$ cat src/rtl/skeleton_driver_if.sv
// Bundle of host-side and skeleton-side signals around skeleton_driver.
// Names carry the driver's own direction: i_ enters the driver, o_ leaves it.
interface skeleton_driver_if #(
  parameter int BITWIDTH_SYS  = 16,
  parameter int BITWIDTH_HEAD = 32,
  parameter int FIFO_DEPTH    = 8
);
  localparam int AW = $clog2(FIFO_DEPTH);

  logic                      i_en;
  logic [BITWIDTH_SYS-1:0]   i_host_data_in;
  logic                      i_host_wr;
  logic                      i_host_start;
  logic                      i_host_rd;
  logic                      i_host_clr_err;
  logic [BITWIDTH_SYS-1:0]   o_host_data_out;
  logic                      o_tx_full;
  logic                      o_rx_empty;
  logic [AW:0]               o_rx_count;
  logic                      o_busy;
  logic                      o_done;
  logic                      o_error;
  logic [BITWIDTH_HEAD-7:0]  o_head_reg;
  logic                      o_skel_en;
  logic                      o_skel_start_flag;
  logic [BITWIDTH_SYS-1:0]   o_skel_data_in;
  logic [BITWIDTH_SYS-1:0]   i_skel_data_out;
  logic [BITWIDTH_HEAD-7:0]  i_skel_data_head;
  logic                      i_skel_data_valid;

  // The driver itself.
  modport slave (
    input  i_en, i_host_data_in, i_host_wr, i_host_start, i_host_rd, i_host_clr_err,
    input  i_skel_data_out, i_skel_data_head, i_skel_data_valid,
    output o_host_data_out, o_tx_full, o_rx_empty, o_rx_count, o_busy, o_done,
    output o_error, o_head_reg, o_skel_en, o_skel_start_flag, o_skel_data_in
  );

  // Host plus skeleton, i.e. everything around the driver.
  modport master (
    output i_en, i_host_data_in, i_host_wr, i_host_start, i_host_rd, i_host_clr_err,
    output i_skel_data_out, i_skel_data_head, i_skel_data_valid,
    input  o_host_data_out, o_tx_full, o_rx_empty, o_rx_count, o_busy, o_done,
    input  o_error, o_head_reg, o_skel_en, o_skel_start_flag, o_skel_data_in
  );
endinterface

$ cat src/rtl/skeleton_driver.sv
// Host-side driver for an echo skeleton: TX FIFO feeds the skeleton, valid
// results land in an RX FIFO, header latched at transaction start.
module skeleton_driver #(
  parameter int BITWIDTH_SYS  = 16,
  parameter int BITWIDTH_HEAD = 32,
  parameter int FIFO_DEPTH    = 8,
  parameter int TIMEOUT       = 255
) (
  input logic              i_clk_sys,
  input logic              i_nrst,
  skeleton_driver_if.slave io_bus
);
  localparam int AW = $clog2(FIFO_DEPTH);
  localparam int HW = BITWIDTH_HEAD - 6;
  localparam int TW = $clog2(TIMEOUT + 1);
  localparam logic [AW:0]   PTR_ONE     = {{AW{1'b0}}, 1'b1};
  localparam logic [TW-1:0] TIMER_ONE   = {{(TW-1){1'b0}}, 1'b1};
  localparam logic [TW-1:0] TIMEOUT_VAL = TW'(TIMEOUT);

  typedef enum logic [2:0] {
    ST_IDLE  = 3'd0,
    ST_START = 3'd1,
    ST_SEND  = 3'd2,
    ST_DONE  = 3'd3,
    ST_ERR   = 3'd4
  } state_t;

  state_t                  r_state, w_state_nxt;
  logic [TW-1:0]           r_timer, w_timer_nxt;
  logic                    r_start_req;
  logic [BITWIDTH_SYS-1:0] r_tx_mem [FIFO_DEPTH];
  logic [BITWIDTH_SYS-1:0] r_rx_mem [FIFO_DEPTH];
  logic [AW:0]             r_tx_wr, r_tx_rd, r_rx_wr, r_rx_rd;
  logic [AW:0]             w_tx_wr_nxt, w_tx_rd_nxt, w_rx_wr_nxt, w_rx_rd_nxt;
  logic                    w_tx_empty, w_tx_full, w_tx_last, w_rx_empty, w_rx_full;
  logic                    w_tx_push, w_capture, w_rx_pop;
  logic                    r_busy, r_done, r_error, r_start_flag, r_tx_full, r_rx_empty, r_skel_en;
  logic [AW:0]             r_rx_count;
  logic [HW-1:0]           r_head;

  assign w_tx_empty = (r_tx_wr == r_tx_rd);
  assign w_tx_full  = (r_tx_wr[AW] != r_tx_rd[AW]) && (r_tx_wr[AW-1:0] == r_tx_rd[AW-1:0]);
  assign w_tx_last  = ((r_tx_wr - r_tx_rd) == PTR_ONE);
  assign w_rx_empty = (r_rx_wr == r_rx_rd);
  assign w_rx_full  = (r_rx_wr[AW] != r_rx_rd[AW]) && (r_rx_wr[AW-1:0] == r_rx_rd[AW-1:0]);

  assign w_tx_push = io_bus.i_en && (r_state == ST_IDLE) && io_bus.i_host_wr && !w_tx_full;
  assign w_capture = io_bus.i_en && (r_state == ST_SEND) && io_bus.i_skel_data_valid && !w_rx_full;
  assign w_rx_pop  = io_bus.i_en && io_bus.i_host_rd && !w_rx_empty;

  // Next-state and timeout-counter logic.
  always_comb begin
    w_state_nxt = r_state;
    w_timer_nxt = r_timer;
    if (!io_bus.i_en) begin
      w_state_nxt = ST_IDLE;
      w_timer_nxt = '0;
    end else begin
      case (r_state)
        ST_IDLE: begin
          w_timer_nxt = '0;
          if (r_start_req && !w_tx_empty) begin
            w_state_nxt = ST_START;
          end else begin
            w_state_nxt = ST_IDLE;
          end
        end
        ST_START: begin
          w_timer_nxt = '0;
          w_state_nxt = ST_SEND;
        end
        ST_SEND: begin
          if (w_capture) begin
            w_timer_nxt = '0;
            if (w_tx_last) begin
              w_state_nxt = ST_DONE;
            end else begin
              w_state_nxt = ST_SEND;
            end
          end else if (!io_bus.i_skel_data_valid) begin
            // A valid cycle blocked by a full RX neither captures nor ages the timer.
            w_timer_nxt = r_timer + TIMER_ONE;
            if ((r_timer + TIMER_ONE) == TIMEOUT_VAL) begin
              w_state_nxt = ST_ERR;
            end else begin
              w_state_nxt = ST_SEND;
            end
          end else begin
            w_state_nxt = ST_SEND;
          end
        end
        ST_DONE: begin
          w_state_nxt = ST_IDLE;
        end
        ST_ERR: begin
          w_timer_nxt = '0;
          if (io_bus.i_host_clr_err) begin
            w_state_nxt = ST_IDLE;
          end else begin
            w_state_nxt = ST_ERR;
          end
        end
        default: begin
          w_state_nxt = ST_IDLE;
          w_timer_nxt = '0;
        end
      endcase
    end
  end

  // Next FIFO pointers; TX is flushed on the way into ERR.
  always_comb begin
    w_tx_wr_nxt = r_tx_wr;
    w_tx_rd_nxt = r_tx_rd;
    w_rx_wr_nxt = r_rx_wr;
    w_rx_rd_nxt = r_rx_rd;
    if (!io_bus.i_en) begin
      w_tx_wr_nxt = '0;
      w_tx_rd_nxt = '0;
      w_rx_wr_nxt = '0;
      w_rx_rd_nxt = '0;
    end else begin
      if (w_state_nxt == ST_ERR) begin
        w_tx_wr_nxt = '0;
        w_tx_rd_nxt = '0;
      end else begin
        if (w_tx_push) begin
          w_tx_wr_nxt = r_tx_wr + PTR_ONE;
        end else begin
          w_tx_wr_nxt = r_tx_wr;
        end
        if (w_capture) begin
          w_tx_rd_nxt = r_tx_rd + PTR_ONE;
        end else begin
          w_tx_rd_nxt = r_tx_rd;
        end
      end
      if (w_capture) begin
        w_rx_wr_nxt = r_rx_wr + PTR_ONE;
      end else begin
        w_rx_wr_nxt = r_rx_wr;
      end
      if (w_rx_pop) begin
        w_rx_rd_nxt = r_rx_rd + PTR_ONE;
      end else begin
        w_rx_rd_nxt = r_rx_rd;
      end
    end
  end

  // FIFO storage, unreset; reads are gated by the empty flags instead.
  always_ff @(posedge i_clk_sys) begin
    if (w_tx_push) begin
      r_tx_mem[r_tx_wr[AW-1:0]] <= io_bus.i_host_data_in;
    end
    if (w_capture) begin
      r_rx_mem[r_rx_wr[AW-1:0]] <= io_bus.i_skel_data_out;
    end
  end

  // State, pointers and registered outputs.
  always_ff @(posedge i_clk_sys or negedge i_nrst) begin
    if (!i_nrst) begin
      r_state      <= ST_IDLE;
      r_timer      <= '0;
      r_start_req  <= 1'b0;
      r_tx_wr      <= '0;
      r_tx_rd      <= '0;
      r_rx_wr      <= '0;
      r_rx_rd      <= '0;
      r_busy       <= 1'b0;
      r_done       <= 1'b0;
      r_error      <= 1'b0;
      r_start_flag <= 1'b0;
      r_tx_full    <= 1'b0;
      r_rx_empty   <= 1'b1;
      r_rx_count   <= '0;
      r_head       <= '0;
      r_skel_en    <= 1'b0;
    end else begin
      r_state      <= w_state_nxt;
      r_timer      <= w_timer_nxt;
      r_start_req  <= io_bus.i_en && io_bus.i_host_start && (r_state == ST_IDLE);
      r_tx_wr      <= w_tx_wr_nxt;
      r_tx_rd      <= w_tx_rd_nxt;
      r_rx_wr      <= w_rx_wr_nxt;
      r_rx_rd      <= w_rx_rd_nxt;
      r_busy       <= (w_state_nxt == ST_START) || (w_state_nxt == ST_SEND) || (w_state_nxt == ST_DONE);
      r_done       <= (w_state_nxt == ST_DONE);
      r_error      <= (w_state_nxt == ST_ERR);
      r_start_flag <= (w_state_nxt == ST_START);
      r_tx_full    <= w_tx_full;
      r_rx_empty   <= (w_rx_wr_nxt == w_rx_rd_nxt);
      r_rx_count   <= w_rx_wr_nxt - w_rx_rd_nxt;
      r_head       <= (io_bus.i_en && (r_state == ST_START)) ? io_bus.i_skel_data_head : r_head;
      r_skel_en    <= io_bus.i_en;
    end
  end

  assign io_bus.o_host_data_out   = w_rx_empty ? '0 : r_rx_mem[r_rx_rd[AW-1:0]];
  assign io_bus.o_skel_data_in    = w_tx_empty ? '0 : r_tx_mem[r_tx_rd[AW-1:0]];
  assign io_bus.o_tx_full         = r_tx_full;
  assign io_bus.o_rx_empty        = r_rx_empty;
  assign io_bus.o_rx_count        = r_rx_count;
  assign io_bus.o_busy            = r_busy;
  assign io_bus.o_done            = r_done;
  assign io_bus.o_error           = r_error;
  assign io_bus.o_head_reg        = r_head;
  assign io_bus.o_skel_en         = r_skel_en;
  assign io_bus.o_skel_start_flag = r_start_flag;
endmodule

$ cat src/flat_wrapper.sv
// flat-port wrapper written by rule: the top's interface ports become plain ports
module skeleton_driver_flat 
#(
  parameter int BITWIDTH_SYS  = 16,
  parameter int BITWIDTH_HEAD = 32,
  parameter int FIFO_DEPTH    = 8,
  parameter int TIMEOUT       = 255
)
  (i_clk_sys, i_nrst, io_bus_i_en, io_bus_i_host_data_in, io_bus_i_host_wr, io_bus_i_host_start, io_bus_i_host_rd, io_bus_i_host_clr_err, io_bus_i_skel_data_out, io_bus_i_skel_data_head, io_bus_i_skel_data_valid, io_bus_o_host_data_out, io_bus_o_tx_full, io_bus_o_rx_empty, io_bus_o_rx_count, io_bus_o_busy, io_bus_o_done, io_bus_o_error, io_bus_o_head_reg, io_bus_o_skel_en, io_bus_o_skel_start_flag, io_bus_o_skel_data_in);
  skeleton_driver_if #(.BITWIDTH_SYS(BITWIDTH_SYS), .BITWIDTH_HEAD(BITWIDTH_HEAD), .FIFO_DEPTH(FIFO_DEPTH)) io_bus_i ();
  input logic i_clk_sys;
  input logic i_nrst;
  input wire logic [$bits(io_bus_i.i_en)-1:0] io_bus_i_en;
  input wire logic [$bits(io_bus_i.i_host_data_in)-1:0] io_bus_i_host_data_in;
  input wire logic [$bits(io_bus_i.i_host_wr)-1:0] io_bus_i_host_wr;
  input wire logic [$bits(io_bus_i.i_host_start)-1:0] io_bus_i_host_start;
  input wire logic [$bits(io_bus_i.i_host_rd)-1:0] io_bus_i_host_rd;
  input wire logic [$bits(io_bus_i.i_host_clr_err)-1:0] io_bus_i_host_clr_err;
  input wire logic [$bits(io_bus_i.i_skel_data_out)-1:0] io_bus_i_skel_data_out;
  input wire logic [$bits(io_bus_i.i_skel_data_head)-1:0] io_bus_i_skel_data_head;
  input wire logic [$bits(io_bus_i.i_skel_data_valid)-1:0] io_bus_i_skel_data_valid;
  output wire logic [$bits(io_bus_i.o_host_data_out)-1:0] io_bus_o_host_data_out;
  output wire logic [$bits(io_bus_i.o_tx_full)-1:0] io_bus_o_tx_full;
  output wire logic [$bits(io_bus_i.o_rx_empty)-1:0] io_bus_o_rx_empty;
  output wire logic [$bits(io_bus_i.o_rx_count)-1:0] io_bus_o_rx_count;
  output wire logic [$bits(io_bus_i.o_busy)-1:0] io_bus_o_busy;
  output wire logic [$bits(io_bus_i.o_done)-1:0] io_bus_o_done;
  output wire logic [$bits(io_bus_i.o_error)-1:0] io_bus_o_error;
  output wire logic [$bits(io_bus_i.o_head_reg)-1:0] io_bus_o_head_reg;
  output wire logic [$bits(io_bus_i.o_skel_en)-1:0] io_bus_o_skel_en;
  output wire logic [$bits(io_bus_i.o_skel_start_flag)-1:0] io_bus_o_skel_start_flag;
  output wire logic [$bits(io_bus_i.o_skel_data_in)-1:0] io_bus_o_skel_data_in;
  assign io_bus_i.i_en = io_bus_i_en;
  assign io_bus_i.i_host_data_in = io_bus_i_host_data_in;
  assign io_bus_i.i_host_wr = io_bus_i_host_wr;
  assign io_bus_i.i_host_start = io_bus_i_host_start;
  assign io_bus_i.i_host_rd = io_bus_i_host_rd;
  assign io_bus_i.i_host_clr_err = io_bus_i_host_clr_err;
  assign io_bus_i.i_skel_data_out = io_bus_i_skel_data_out;
  assign io_bus_i.i_skel_data_head = io_bus_i_skel_data_head;
  assign io_bus_i.i_skel_data_valid = io_bus_i_skel_data_valid;
  assign io_bus_o_host_data_out = io_bus_i.o_host_data_out;
  assign io_bus_o_tx_full = io_bus_i.o_tx_full;
  assign io_bus_o_rx_empty = io_bus_i.o_rx_empty;
  assign io_bus_o_rx_count = io_bus_i.o_rx_count;
  assign io_bus_o_busy = io_bus_i.o_busy;
  assign io_bus_o_done = io_bus_i.o_done;
  assign io_bus_o_error = io_bus_i.o_error;
  assign io_bus_o_head_reg = io_bus_i.o_head_reg;
  assign io_bus_o_skel_en = io_bus_i.o_skel_en;
  assign io_bus_o_skel_start_flag = io_bus_i.o_skel_start_flag;
  assign io_bus_o_skel_data_in = io_bus_i.o_skel_data_in;
  skeleton_driver #(.BITWIDTH_SYS(BITWIDTH_SYS), .BITWIDTH_HEAD(BITWIDTH_HEAD), .FIFO_DEPTH(FIFO_DEPTH), .TIMEOUT(TIMEOUT)) u_core (.i_clk_sys(i_clk_sys), .i_nrst(i_nrst), .io_bus(io_bus_i));
endmodule
$ cat config.mk
export PLATFORM = sky130hd
export DESIGN_NAME = skeleton_driver_flat
export DESIGN_NICKNAME = d
export VERILOG_FILES = /design/src/rtl/skeleton_driver_if.sv /design/src/rtl/skeleton_driver.sv /design/src/flat_wrapper.sv
export SDC_FILE = /design/constraint.sdc
export NUM_CORES = 1
export LEC_CHECK = 0
export CAP_MARGIN = 10
export CORE_MARGIN = 2
export CORE_UTILIZATION = 55
export DETAILED_ROUTE_END_ITERATION = 7
export DONT_BUFFER_PORTS = 1
export HOLD_SLACK_MARGIN = 0.12
export PLACE_DENSITY = 0.71
export REMOVE_ABC_BUFFERS = 1
export SLEW_MARGIN = 25
export SYNTH_ARGS = -nofsm -noshare
export SYNTH_HDL_FRONTEND = slang
export SYNTH_SLANG_ARGS = --single-unit
export TNS_END_PERCENT = 20
$ cat constraint.sdc
create_clock -name i_clk_sys -period 5.4 [get_ports i_clk_sys]
set_input_delay 0.81 -clock i_clk_sys [delete_from_list [all_inputs] [get_ports i_clk_sys]]
set_output_delay 0.81 -clock i_clk_sys [all_outputs]
set_load 0.05 [all_outputs]
==> metrics.md <==
| Metric | Value |
|---|---|
| Row Count | 56 |
| Synthesized cell area | roughly 13000 sq um |
| Critical Path AT | ~3.5 ns |
| Max Cap Viol | 0 |
| Critical path fanouts, max | 19 |
| Worst Path Required | about 4.6 ns |
| Post-synthesis xor/xnor area fraction | 1.779% |
| Vert. Die Dim | 158.2 um |
| Prevailing post-synth register cell | edfxtp_1 |
| Reg-to-Reg End | u_core.r_tx_mem[4][10] |
| Endpoints failing setup | 0 |
| Post-CTS sizing | 0 |
| Worst r2r src | u_core.r_tx_rd[2] |
| HP Class | input pin to async pin |
| Hold WS | 0.1603 ns |
| Initial Util | about 56% |
| Sequential share of the synthesized area | roughly 71% |
| Worst-Margin Slew | between 1 and 1.5 ns |
| PnR Total Power | ~5300 uW |
| GRT Total Usage | between 20% and 30% |
| Status | completed |
| CP Class | register to output port |
| Area contributors post-synth | edfxtp_1, dfrtp_1, mux4_2, mux2_2, mux2i_1 |
| Synth top area share | between 50% and 60% |
| DRT Pass-1 Iters | 5 |
| Die area | between 20000 and 30000 sq um |
| FILL cells | between 1500 and 2000 |
| Max clock buf depth | 3 |
| Largest net degree at the start of global routing | 65 |
| Largest family of logic cells by synthesized area | multiplexers |
| Ys async rst share | 20.25% |
| Yosys cell types | between 60 and 70 |
| Most frequent cells in the layout | edfxtp_1, mux4_2, dfrtp_1 |
| Nets@finish | 830 |
| Core area | about 23000 sq um |
| Flop-to-flop setup slack | about 1.6 ns |
| Wire length per cell | ~23 um |
| Critical Path End Type | output port |
| Synth Area in Compound Gates | under 10% |
| Vias in the first global route | slightly below 7000 |
| Fin util | between 60% and 70% |
| Port Buffers | 0 |
| GRT overflow | 0 |
| Share of post-route cells with drive strength above 1 | about a quarter |
| Fmax | roughly 0.23 GHz |
| Post-synth EDFFs | 256 |
| Register Area | roughly 9300 sq um |
| Yosys reg bits | 321 |
| Routability cong. | about 0.8 |
| RSZ-0062 raised after global routing | no |
| Synth Area per Inst | around 18 sq um |
| Post-Synth Adder-Cell Area | 1.454% |
| Worst rel slew slack | around 28% |
| Post-synthesis simple-gate area fraction | under 10% |
| ANT nets after route | 0 |
| CTS Buf Count | 34 |
| Diodes inserted | 0 |
| Setup tns final | 0 ns |
| DR DRC count | 0 |
| Top Ports | about 140 |
| Clock Tree Root | clkbuf_16 |
| Layout Skew | around 0.024 ns |
| Area of the multi-input gates | 3654 sq um |
| Multiplexer share of the synthesized area | about 15% |
| Synth warn | 0 |
| Most common cell after layout, fill and taps aside | edfxtp_1 |
| Leakage power total | ~0.0050 uW |
| First-pass GRT wire length | 38310 um |
| Total placed instance area | ~14000 sq um |
| Initial antenna violation count | 0 |
| R2R depth | 8 |
| Chip width | 158.2 um |
| Hpwl dp | ~16000 um |
| Worst skew pair latency | approximately 0.51 ns |
| Fin. Hold Viols | 0 |
| Clock Sinks | between 300 and 400 |
| Overall routed net length | between 20000 and 30000 um |
| Initial DRC Count | between 400 and 500 |
| Post-Syn Instances | ~730 |
| Part of the cycle the worst path needs | between 70 and 80% |
| Clock-pin slew on the worst setup and hold paths | 0.07 ns |
| Area Overhead vs Synth | 12.11% |
| Post-DR vias/cell | slightly below 6 |
| CTS H-tree depth | 2 |
| Setup crit start kind | register |
| Vias post-DR | about 6500 |
| Min Tclk post-route | roughly 4.3 ns |
| TritonCTS clock tree | yes |
| Finished Cell Area | around 15000 sq um |
| Power Dens Cells | 361.8 nW/um^2 |
| Fin. max-slew vios | 0 |
| Synth area leader | edfxtp_1 |
| Worst vdd ir | 0.3117 mV |
-- kinds of logic after synthesis --
group / Yosys count
compound gates: 45
flops: 321
mux: 114
fa+ha+maj: 14
simple gates: 160
xor+xnor: 21
buf+inv: 50
-- critical path, stage by stage (launching register included) --
cell	delay [ns]
dfrtp_1	0.34
buf_4	0.27
clkinv_1	0.54
ha_1	0.53
nand3_1	0.18
nor2_1	0.06
buf_4	0.22
a21oi_1	0.85
-- report_power, final --
part / switching, uW / total, uW / internal (uW)
Sequential: 246 / 2990 / 2740
Combinational: 108 / 179 / 71.6
Clock: 891 / 2140 / 1250
Total: 1240 / 5310 / 4060
-- through the flow --
stage | instances | setup slack [ns]
3_3_place_gp | 1030 | 1.670
4_1_cts | 1091 | 1.039
3_5_place_dp | 1030 | 1.513
2_1_floorplan | 690 | 0.8894
6_report | 1093 | 1.084
5_1_grt | 1093 | 0.9174
-- worst max path at each step --
stage / startpoint / end / slack [ns] / cells after the start
after floorplan: u_core.r_rx_rd[0] / u_core.r_rx_mem[4][0] / 0.89 / 4
after global placement: u_core.r_tx_rd[2] / u_core.r_tx_mem[4][14] / 1.67 / 8
after detailed placement: u_core.r_tx_rd[2] / u_core.r_tx_mem[4][13] / 1.51 / 8
after CTS: u_core.r_tx_rd[2] / io_bus_o_skel_data_in[9] / 1.04 / 7
after global routing: u_core.r_tx_rd[2] / io_bus_o_skel_data_in[10] / 0.92 / 7
final: u_core.r_tx_rd[2] / io_bus_o_skel_data_in[9] / 1.08 / 7
-- cells in the mapped netlist, types with 2 or more instances --
cell type and instances:
mux2i_1 23, nand2b_1 9, and2_1 3, nand3b_1 3, clkbuf_1 16, ha_1 12, nor2_1 31, xnor2_1 13
mux2_2 26, buf_2 11, o21ai_0 8, buf_6 2, nor3b_1 6, o21a_1 2, inv_1 14, nor4_1 3
nand2_1 42, or3_1 3, xor2_2 2, nand3_1 11, edfxtp_1 256, nand4b_1 2, nor4b_1 4, fa_1 2
and3_1 2, a22oi_1 2, mux4_2 64, a21oi_1 24, nor3_1 19, dfrtp_1 64, nor2b_1 6, or2_2 3
buf_4 5, xor2_1 4
-- metal layers --
metal | track usage, % | part of all wire [%] | up-vias | wire length [um]
met5 | 0 | 0 | - | 0
met4 | 5.792 | 2.1 | 0 | 538
met3 | 4.216 | 4.8 | 42 | 1209
met2 | 36.46 | 53 | 165 | 13370
met1 | 25.48 | 40 | 3390 | 9918
li1 | - | - | 2863 | -
-- what timing repair did --
item | 4_1_cts | 5_1_grt
setup buffers | 0 | 0
hold buffers | 1 | 0
hold endpoints to repair | 64 | 0
-- area by class of cell --
type | instances | area share (%)
Multi-Input combinational cell | 354 | 24.91
Clock buffer | 42 | 6.220
Timing Repair Buffer | 24 | 1.391
Sequential cell | 321 | 63.54
Tap cell | 319 | 2.722
Clock inverter | 18 | 0.8361
Inverter | 15 | 0.3839
No activity file was read; power rests on OpenSTA's default activity.
